--- config.mk ---
export PLATFORM = sky130hd
export DESIGN_NAME = mem_arbiter
export DESIGN_NICKNAME = d
export VERILOG_FILES = /design/src/rtl/mem_arbiter_pkg.sv /design/src/rtl/mem_arbiter_rr_arb2.sv /design/src/rtl/mem_arbiter.sv
export SDC_FILE = /design/constraint.sdc
export NUM_CORES = 1
export LEC_CHECK = 0
export CAP_MARGIN = 20
export CORE_AREA = 2 2 292 294
export CTS_CLUSTER_SIZE = 12
export DETAILED_ROUTE_END_ITERATION = 16
export DIE_AREA = 0 0 294 296
export PLACE_DENSITY = 0.4
export SKIP_CTS_REPAIR_TIMING = 1
export SLEW_MARGIN = 20
export SYNTH_ARGS = -nofsm -noshare
export SYNTH_HDL_FRONTEND = slang
export SYNTH_SLANG_ARGS = --single-unit
export TNS_END_PERCENT = 50
--- constraint.sdc ---
create_clock -name clk -period 1.91 [get_ports clk]
set_clock_uncertainty 0.1 [all_clocks]
set_input_delay 0.2865 -clock clk [delete_from_list [all_inputs] [get_ports clk]]
set_output_delay 0.2865 -clock clk [all_outputs]
set_load 0.05 [all_outputs]
--- src/rtl/mem_arbiter_pkg.sv ---
// Shared constants for the memory-port arbiter: FSM encodings, grant owner codes
// and requester indices.
package mem_arbiter_pkg;

   typedef enum logic [1:0] {
      ARB_IDLE  = 2'd0,
      ARB_CMD   = 2'd1,
      ARB_WDATA = 2'd2,
      ARB_RDATA = 2'd3
   } arb_state_e;

   // Owner codes as stored in the round-robin last-grant flop.
   localparam logic GNT_IC = 1'b0;
   localparam logic GNT_DC = 1'b1;

   // Bit positions of each requester in the request/grant vectors.
   localparam int unsigned REQ_IC = 0;
   localparam int unsigned REQ_DC = 1;

   function automatic int unsigned cnt_width(input int unsigned beats);
      return (beats > 1) ? $clog2(beats) : 1;
   endfunction

endpackage

--- src/rtl/mem_arbiter_rr_arb2.sv ---
// Two-input round-robin picker; a tie goes to the requester not granted last.
module rr_arb2
   import mem_arbiter_pkg::*;
(
   input  logic       clk,
   input  logic       reset_n,
   input  logic [1:0] req_i,
   input  logic       advance_i,
   output logic [1:0] gnt_c
);

   logic last_q;
   logic last_d;

   always_comb begin
      gnt_c = req_i;
      if (req_i[REQ_IC] && req_i[REQ_DC]) begin
         gnt_c = 2'b00;
         if (last_q == GNT_IC) begin
            gnt_c[REQ_DC] = 1'b1;
         end else begin
            gnt_c[REQ_IC] = 1'b1;
         end
      end
   end

   // GNT_DC is 1, so the DC grant bit is directly the new owner code.
   assign last_d = (advance_i && (gnt_c != 2'b00)) ? gnt_c[REQ_DC] : last_q;

   always_ff @(posedge clk or negedge reset_n) begin
      if (!reset_n) begin
         last_q <= GNT_IC;
      end else begin
         last_q <= last_d;
      end
   end

endmodule

--- src/rtl/mem_arbiter.sv ---
// Shares one main-memory port between icache line fills and dcache fills and
// write-backs; one latched transaction at a time, sequenced beat by beat.
module mem_arbiter
   import mem_arbiter_pkg::*;
#(
   parameter int unsigned ADDR_WIDTH = 28,
   parameter int unsigned DATA_WIDTH = 128,
   parameter int unsigned BEATS      = 4
) (
   input  logic                  clk,
   input  logic                  reset_n,
   input  logic                  ic_req_valid,
   input  logic [ADDR_WIDTH-1:0] ic_req_addr,
   output logic                  ic_req_ready,
   output logic                  ic_resp_valid,
   output logic [DATA_WIDTH-1:0] ic_resp_data,
   input  logic                  dc_req_valid,
   input  logic                  dc_req_rnw,
   input  logic [ADDR_WIDTH-1:0] dc_req_addr,
   output logic                  dc_req_ready,
   input  logic                  dc_wdata_valid,
   input  logic [DATA_WIDTH-1:0] dc_wdata,
   output logic                  dc_wdata_ready,
   output logic                  dc_resp_valid,
   output logic [DATA_WIDTH-1:0] dc_resp_data,
   output logic                  mem_req_valid,
   output logic                  mem_req_rnw,
   output logic [ADDR_WIDTH-1:0] mem_req_addr,
   input  logic                  mem_req_ready,
   output logic                  mem_wdata_valid,
   output logic [DATA_WIDTH-1:0] mem_wdata,
   input  logic                  mem_wdata_ready,
   input  logic                  mem_resp_valid,
   input  logic [DATA_WIDTH-1:0] mem_resp_data,
   output logic                  grant_ic,
   output logic                  grant_dc,
   output logic                  busy,
   output logic                  err_resp
);

   localparam int unsigned        CNT_W     = cnt_width(BEATS);
   localparam logic [CNT_W-1:0]   LAST_BEAT = CNT_W'(BEATS - 1);

   arb_state_e            state_q, state_d;
   logic [CNT_W-1:0]      cnt_q, cnt_d;
   logic [ADDR_WIDTH-1:0] addr_q, addr_d;
   logic                  rnw_q, rnw_d;
   logic [1:0]            gnt_q, gnt_d;
   logic                  err_q, err_d;
   logic [1:0]            pick_c;
   logic                  advance;
   logic                  beat;

   rr_arb2 u_rr (
      .clk       (clk),
      .reset_n   (reset_n),
      .req_i     ({dc_req_valid, ic_req_valid}),
      .advance_i (advance),
      .gnt_c     (pick_c)
   );

   // Next-state, latch and beat sequencing; data-path steering is combinational.
   always_comb begin
      state_d         = state_q;
      cnt_d           = cnt_q;
      addr_d          = addr_q;
      rnw_d           = rnw_q;
      gnt_d           = gnt_q;
      err_d           = err_q;
      advance         = 1'b0;
      beat            = 1'b0;
      ic_req_ready    = 1'b0;
      dc_req_ready    = 1'b0;
      mem_wdata_valid = 1'b0;
      dc_wdata_ready  = 1'b0;
      ic_resp_valid   = 1'b0;
      dc_resp_valid   = 1'b0;

      unique case (state_q)
         ARB_IDLE: begin
            if (pick_c != 2'b00) begin
               advance = 1'b1;
               // Ready is forced low while reset is held, even though it is combinational.
               ic_req_ready = reset_n & pick_c[REQ_IC];
               dc_req_ready = reset_n & pick_c[REQ_DC];
               addr_d  = pick_c[REQ_DC] ? dc_req_addr : ic_req_addr;
               rnw_d   = pick_c[REQ_DC] ? dc_req_rnw : 1'b1;
               gnt_d   = pick_c;
               state_d = ARB_CMD;
            end
         end
         ARB_CMD: begin
            if (mem_req_ready) begin
               cnt_d   = '0;
               state_d = rnw_q ? ARB_RDATA : ARB_WDATA;
            end
         end
         ARB_WDATA: begin
            mem_wdata_valid = dc_wdata_valid;
            dc_wdata_ready  = mem_wdata_ready;
            beat            = dc_wdata_valid & mem_wdata_ready;
         end
         ARB_RDATA: begin
            ic_resp_valid = mem_resp_valid & gnt_q[REQ_IC];
            dc_resp_valid = mem_resp_valid & gnt_q[REQ_DC];
            beat          = mem_resp_valid;
         end
         default: state_d = ARB_IDLE;
      endcase

      if (beat) begin
         if (cnt_q == LAST_BEAT) begin
            cnt_d   = '0;
            gnt_d   = 2'b00;
            state_d = ARB_IDLE;
         end else begin
            cnt_d = cnt_q + CNT_W'(1);
         end
      end

      // Read beats arriving outside a read burst are dropped and flagged.
      if (mem_resp_valid && (state_q != ARB_RDATA)) begin
         err_d = 1'b1;
      end
   end

   always_ff @(posedge clk or negedge reset_n) begin
      if (!reset_n) begin
         state_q <= ARB_IDLE;
         cnt_q   <= '0;
         addr_q  <= '0;
         rnw_q   <= 1'b0;
         gnt_q   <= 2'b00;
         err_q   <= 1'b0;
      end else begin
         state_q <= state_d;
         cnt_q   <= cnt_d;
         addr_q  <= addr_d;
         rnw_q   <= rnw_d;
         gnt_q   <= gnt_d;
         err_q   <= err_d;
      end
   end

   assign mem_req_valid = (state_q == ARB_CMD);
   assign mem_req_rnw   = rnw_q;
   assign mem_req_addr  = addr_q;
   assign mem_wdata     = dc_wdata;
   assign ic_resp_data  = mem_resp_data;
   assign dc_resp_data  = mem_resp_data;
   assign grant_ic      = gnt_q[REQ_IC];
   assign grant_dc      = gnt_q[REQ_DC];
   assign busy          = (state_q != ARB_IDLE);
   assign err_resp      = err_q;

endmodule

======== Word level (Yosys, flattened, before mapping) ========
Cells that the tools add are included.
word-level totals
  flip-flop bits (word level) ............. 37
  bits of input ports ..................... 321
  output and inout bits ................... 424
cells by class
  add/sub/neg operators ................... 1
  equal/unequal tests ..................... 5
  multiplexer cells ....................... 30
  bitwise logic cells ..................... 5
  reductions and logical operators ........ 10
operators with widths
  operator             number
  $mux 28              1
  $mux 2               13
  $mux 1               14
  $reduce_bool 2->1    4
  $eq 2x2->1 const B   3
  $and 1x1->1          5
  $pmux 2 s2           1
  $reduce_and 2->1     2
  $logic_and 1x1->1    3
  $add 2x1->2 const B  1
  $eq 2x1->1 const B   1
  $logic_not 2->1      1
  $ne 2x2->1 const B   1
  $pmux 1 s2           1

======== Depth between registers and ports, before layout ========
  depth after elaboration ................. 7
  gate-level depth with buffers ........... 5
  gate-level depth less buffers ........... 3

======== Hierarchy ========
Synthesis repeated with hierarchy kept, for this count alone.
unflattened totals
  cell total of the unflattened synthesis .. 528
  area total of the unflattened synthesis .. 4750.8 um^2
modules (own cells, without submodules)
  module       instances  cells each  area each (um^2)
  mem_arbiter  1          522         4695.8
  rr_arb2      1          6           55.1

======== Least setup slack after synthesis ========
OpenSTA, ideal clock, no wires.
  path type ............................... reg2out
  start point ............................. reg u_rr.last_q
  end point ............................... out dc_req_ready
  arrival ................................. 1602 ps
  setup slack ............................. -79 ps
  cell stages (with the launch flop) ...... 6
  cell sequence ........................... dfrtp_1 -> a21boi_2 -> buf_6 -> buf_6 -> nand2_1 -> nor2_1
on the way
  longest elaborated chain between the ends .. 5
  elaborated cells between the ends (all ways) .. 7
  those cells by class .................... mux (5); bitwise (1); reduce/logical (1)
ends and longest elaborated chain
  element                                           line                                  RTL
  start: declaration                                mem_arbiter_rr_arb2.sv:12             logic last_q;
  start signal: assignment                          mem_arbiter_rr_arb2.sv:34             last_q <= last_d;
  $mux 1                                            mem_arbiter_rr_arb2.sv:19             if (last_q == GNT_IC) begin
  $mux 2 (*)                                        mem_arbiter_rr_arb2.sv:17             if (req_i[REQ_IC] && req_i[REQ_DC]) begin
  $and 1x1->1 or $reduce_bool 2->1 (tied branches)  mem_arbiter.sv:85, mem_arbiter.sv:81
  $mux 1 (*)                                        mem_arbiter.sv:81                     if (pick_c != 2'b00) begin
  $mux 1 (*)                                        mem_arbiter.sv:79                     unique case (state_q)
  end: declaration                                  mem_arbiter.sv:20                     output logic dc_req_ready,
Mark *: on every way between the ends. The rest lies on a longest branch, timed or not.

======== Worst setup path after layout ========
  start point ............................. reg state_q[1]
  end point ............................... out ic_req_ready
on the way
  longest elaborated chain between the ends .. 2
ends and longest elaborated chain
  element                   line                RTL
  start: declaration        mem_arbiter.sv:44   arb_state_e state_q, state_d;
  start signal: assignment  mem_arbiter.sv:136  state_q <= state_d;
  $logic_not 2->1           mem_arbiter.sv:79
  $mux 1                    mem_arbiter.sv:79
  end: declaration          mem_arbiter.sv:14   output logic ic_req_ready,
No other way between the ends.

==> flow_summary.json <==
{
  "max_freq_mhz": 539.3,
  "ys_seq_area_frac": 0.1910,
  "antenna_found_initial": 0,
  "syn-cell-area_um2": 4847,
  "cts_root_buffer": "clkbuf_16",
  "drt-initial-drc-count": 49,
  "fin_crit_sh": 0.9708,
  "violations": "hold timing",
  "p_clk_frac": 0.167,
  "drc": 0,
  "numCtsBuffers": 5,
  "leakage_uw": 0.001518,
  "status": "finished, violations left",
  "gp_congestion": 0.6490,
  "cp-end-kind": "output port",
  "post_drt_wl_per_cell_um": 16.89,
  "overflow": 0,
  "stdcell_count": 1364,
  "yosysUniqueCellTypes": 31,
  "yosys.area_share.simple": 0.02788,
  "synth_fa_ha_area_frac": 0.002581,
  "ant_nets": 0,
  "setup_violations": 0,
  "viasPerCell": 1.652,
  "timing.critical_path.max_delay_family": "flip-flops",
  "critPathLaunchType": "flip-flop",
  "dp_hpwl_mm": 20.21,
  "drive_gt1_frac": 0.4818,
  "worstPathMaxFanout": 4,
  "startpoint": "state_q[1]$_DFF_PN0_",
  "yosysWarnings": 0,
  "seqPwrFrac": 0.246,
  "io_pins": 745,
  "diodes": 0,
  "cp_slowest_cell": "dfrtp_2",
  "crit_required_ns": 1.52,
  "io_buffers": 104,
  "worst-path-buf-inv": 2,
  "slew_headroom": 0.6390,
  "path_class": "reg2out",
  "core.rowCount": 107,
  "hold_slack_ns": -0.02399,
  "nets": 595,
  "max_stage_delay_ns": 0.45,
  "rsz0062_at_grt": "true",
  "wl_mm": 23.04,
  "postSynthAreaPerCell_um2": 9.146,
  "hold_viol": 26,
  "cp_cell_sequence": "nor2_4, buf_6, nand3b_1, nor2_2, buf_12",
  "synthMuxAreaShare": 0.1482,
  "arrival_ns": 1.47,
  "grt_max_degree": 38,
  "comb_power_share": 0.587,
  "fp.dieArea_um2": 87020,
  "synth_largest_area_cell": "buf_4",
  "core-area_um2": 84210,
  "synth_top_family_by_area": "buffers and inverters",
  "clkTransAtPathRegs_ns": 0.07,
  "clockBufferDepth": 2,
  "htreeDepth": 2,
  "fin_area_um2": 4737,
  "worst_slew_pin_slew_ns": 0.5414,
  "grt_pass1_wl_mm": 27.56,
  "final_core_util": 0.05625,
  "cts_tree": "done",
  "synth-xor-area-share": 0,
  "p_total_uw": 5903,
  "dpl_cell_area_um2": 4473,
  "cts_sinks": 37,
  "synth_compound_area_frac": 0.01988,
  "first_global_vias": 2585,
  "clk_latency_ns": 0.29,
  "intPower_uw": 3259,
  "grt_usage": 0.04860,
  "drv_slew": 0,
  "die_y_um": 296,
  "r2r-start": "u_rr.last_q$_DFFE_PN0P_",
  "start_util": 0.05756,
  "yosysTopAreaCellShare": 0.5963,
  "synth_fp_nets": 852,
  "drt-pass1-iter-count": 4,
  "synth_seq_cells": 37,
  "p_per_area_nw_per_um2": 1246,
  "vias": 2253,
  "p_sw_frac": 0.4479,
  "holdCritPathClass": "in2async",
  "vdd_drop_max_v": 0.0009464,
  "layout_min_cycle_time_ns": 1.854,
  "power_switching_uw": 2644,
  "synth.area.top_cells": "buf_4, dfrtp_1, mux2_2",
  "drv_cap": 0,
  "die_x_um": 294,
  "area_delta_synth_final_pct": -2.272,
  "placed_cells": 1349,
  "syn_inst": 530
}
## worst paths after layout
check,to,slack [ns],cells after the start
setup / recovery,ic_req_ready,0.06,5
hold / removal,mem_req_addr[18]$_DFFE_PN0P_,-0.02,2
setup reg to reg,mem_req_addr[20]$_DFFE_PN0P_,0.09,5
hold reg to reg,err_resp$_DFFE_PN0P_,0.40,1
max in group asynchronous,state_q[1]$_DFF_PN0_,1.34,2
min in group clk,state_q[0]$_DFF_PN0_,0.40,4
## cells in the mapped netlist
library cell    n
dfrtp_1        37
nor2_2          1
buf_2           4
a21o_1          1
a21oi_1         4
and3b_1         2
mux2_2         38
nand3b_1        2
or2_2           1
a21bo_2         1
a21boi_2        1
buf_6           3
o21bai_1        1
inv_1           4
nor2_1          6
ha_1            1
nand4_1         1
mux2_4         18
nand3_1         1
nor3b_1         1
nand2b_1        2
nand2_1         4
a31oi_1         1
o21a_1          1
a21boi_0        1
mux2i_1         2
nand4b_1        1
o21ai_0         2
o22a_1          1
buf_4         385
nor2b_1         2
## metal layers
metal | up-vias | GRT usage | part of all wire
met4 | 2 | 0.03372 | 0.069
met5 | - | 0.003326 | 0.0017
met1 | 890 | 0.02221 | 0.16
met3 | 141 | 0.06663 | 0.30
met2 | 449 | 0.07979 | 0.47
li1 | 771 | - | -
## cell type report
class	instances	area, um2
well taps	1090	1364
repair buffers	128	1272
clock inverters	3	43.79
clock buffers	5	125.1
multi-input cells	97	987.2
flip-flops and latches	37	929.6
inverters	4	15.01
fillers	9832	79470
## through the flow
stage / worst slack (ns) / TNS (ns)
5_1_grt: -0.05338 / -0.05338
2_1_floorplan: 0.1358 / 0
3_3_place_gp: -0.2271 / -5.957
4_1_cts: -0.1334 / -0.3448
3_5_place_dp: -0.2479 / -6.415
6_report: 0.05571 / 0
## cells by family (layout without fill, tap and decap cells)
group	after synthesis	after routing
buffers and inverters	396	140
muxes	58	58
DFF	37	37
and+or+nand+nor	24	24
AOI/OAI and AO/OA	14	14
adders and majority gates	1	1
## flip-flops by register name (all words and copies together), names as in the netlist
register	cells
state_q	2
err_resp	1
gnt_q	2
cnt_q	2
mem_req_rnw	1
mem_req_addr	28
u_rr.last_q	1
## power groups by stage
stage	combinational (uW)	sequential, uW	clock, uW
after global placement	3400	1450	0
after CTS	3410	1460	1040
after global routing	3660	1510	1070
after detailed placement	3420	1450	0
final	3460	1450	987
after floorplan	3210	2520	0
## placed cells by master, fill, tap and decap left out, types with 2 or more instances in the layout
master           netlist  layout
nor2_2                 1       3
dfrtp_1               37      34
mux2i_1                2       2
nor2_1                 6       3
inv_1                  4       4
clkbuf_16              0       6
nand2b_1               2       2
buf_12                 0       9
mux2_4                18      18
nand3b_1               2       2
clkdlybuf4s50_1        0      70
nor2b_1                2       2
a21oi_1                4       4
o21ai_0                2       2
dfrtp_2                0       3
nand2_1                4       4
and3b_1                2       2
mux2_2                38      38
buf_4                385      45
## worst reg2reg max path, cell delays in order (launching register included)
cell and delay [ns]:
dfrtp_2 0.45, a21boi_4 0.20, buf_12 0.11, buf_4 0.22, mux2_2 0.37, mux2_2 0.26
No activity file was read; power rests on OpenSTA's default activity.
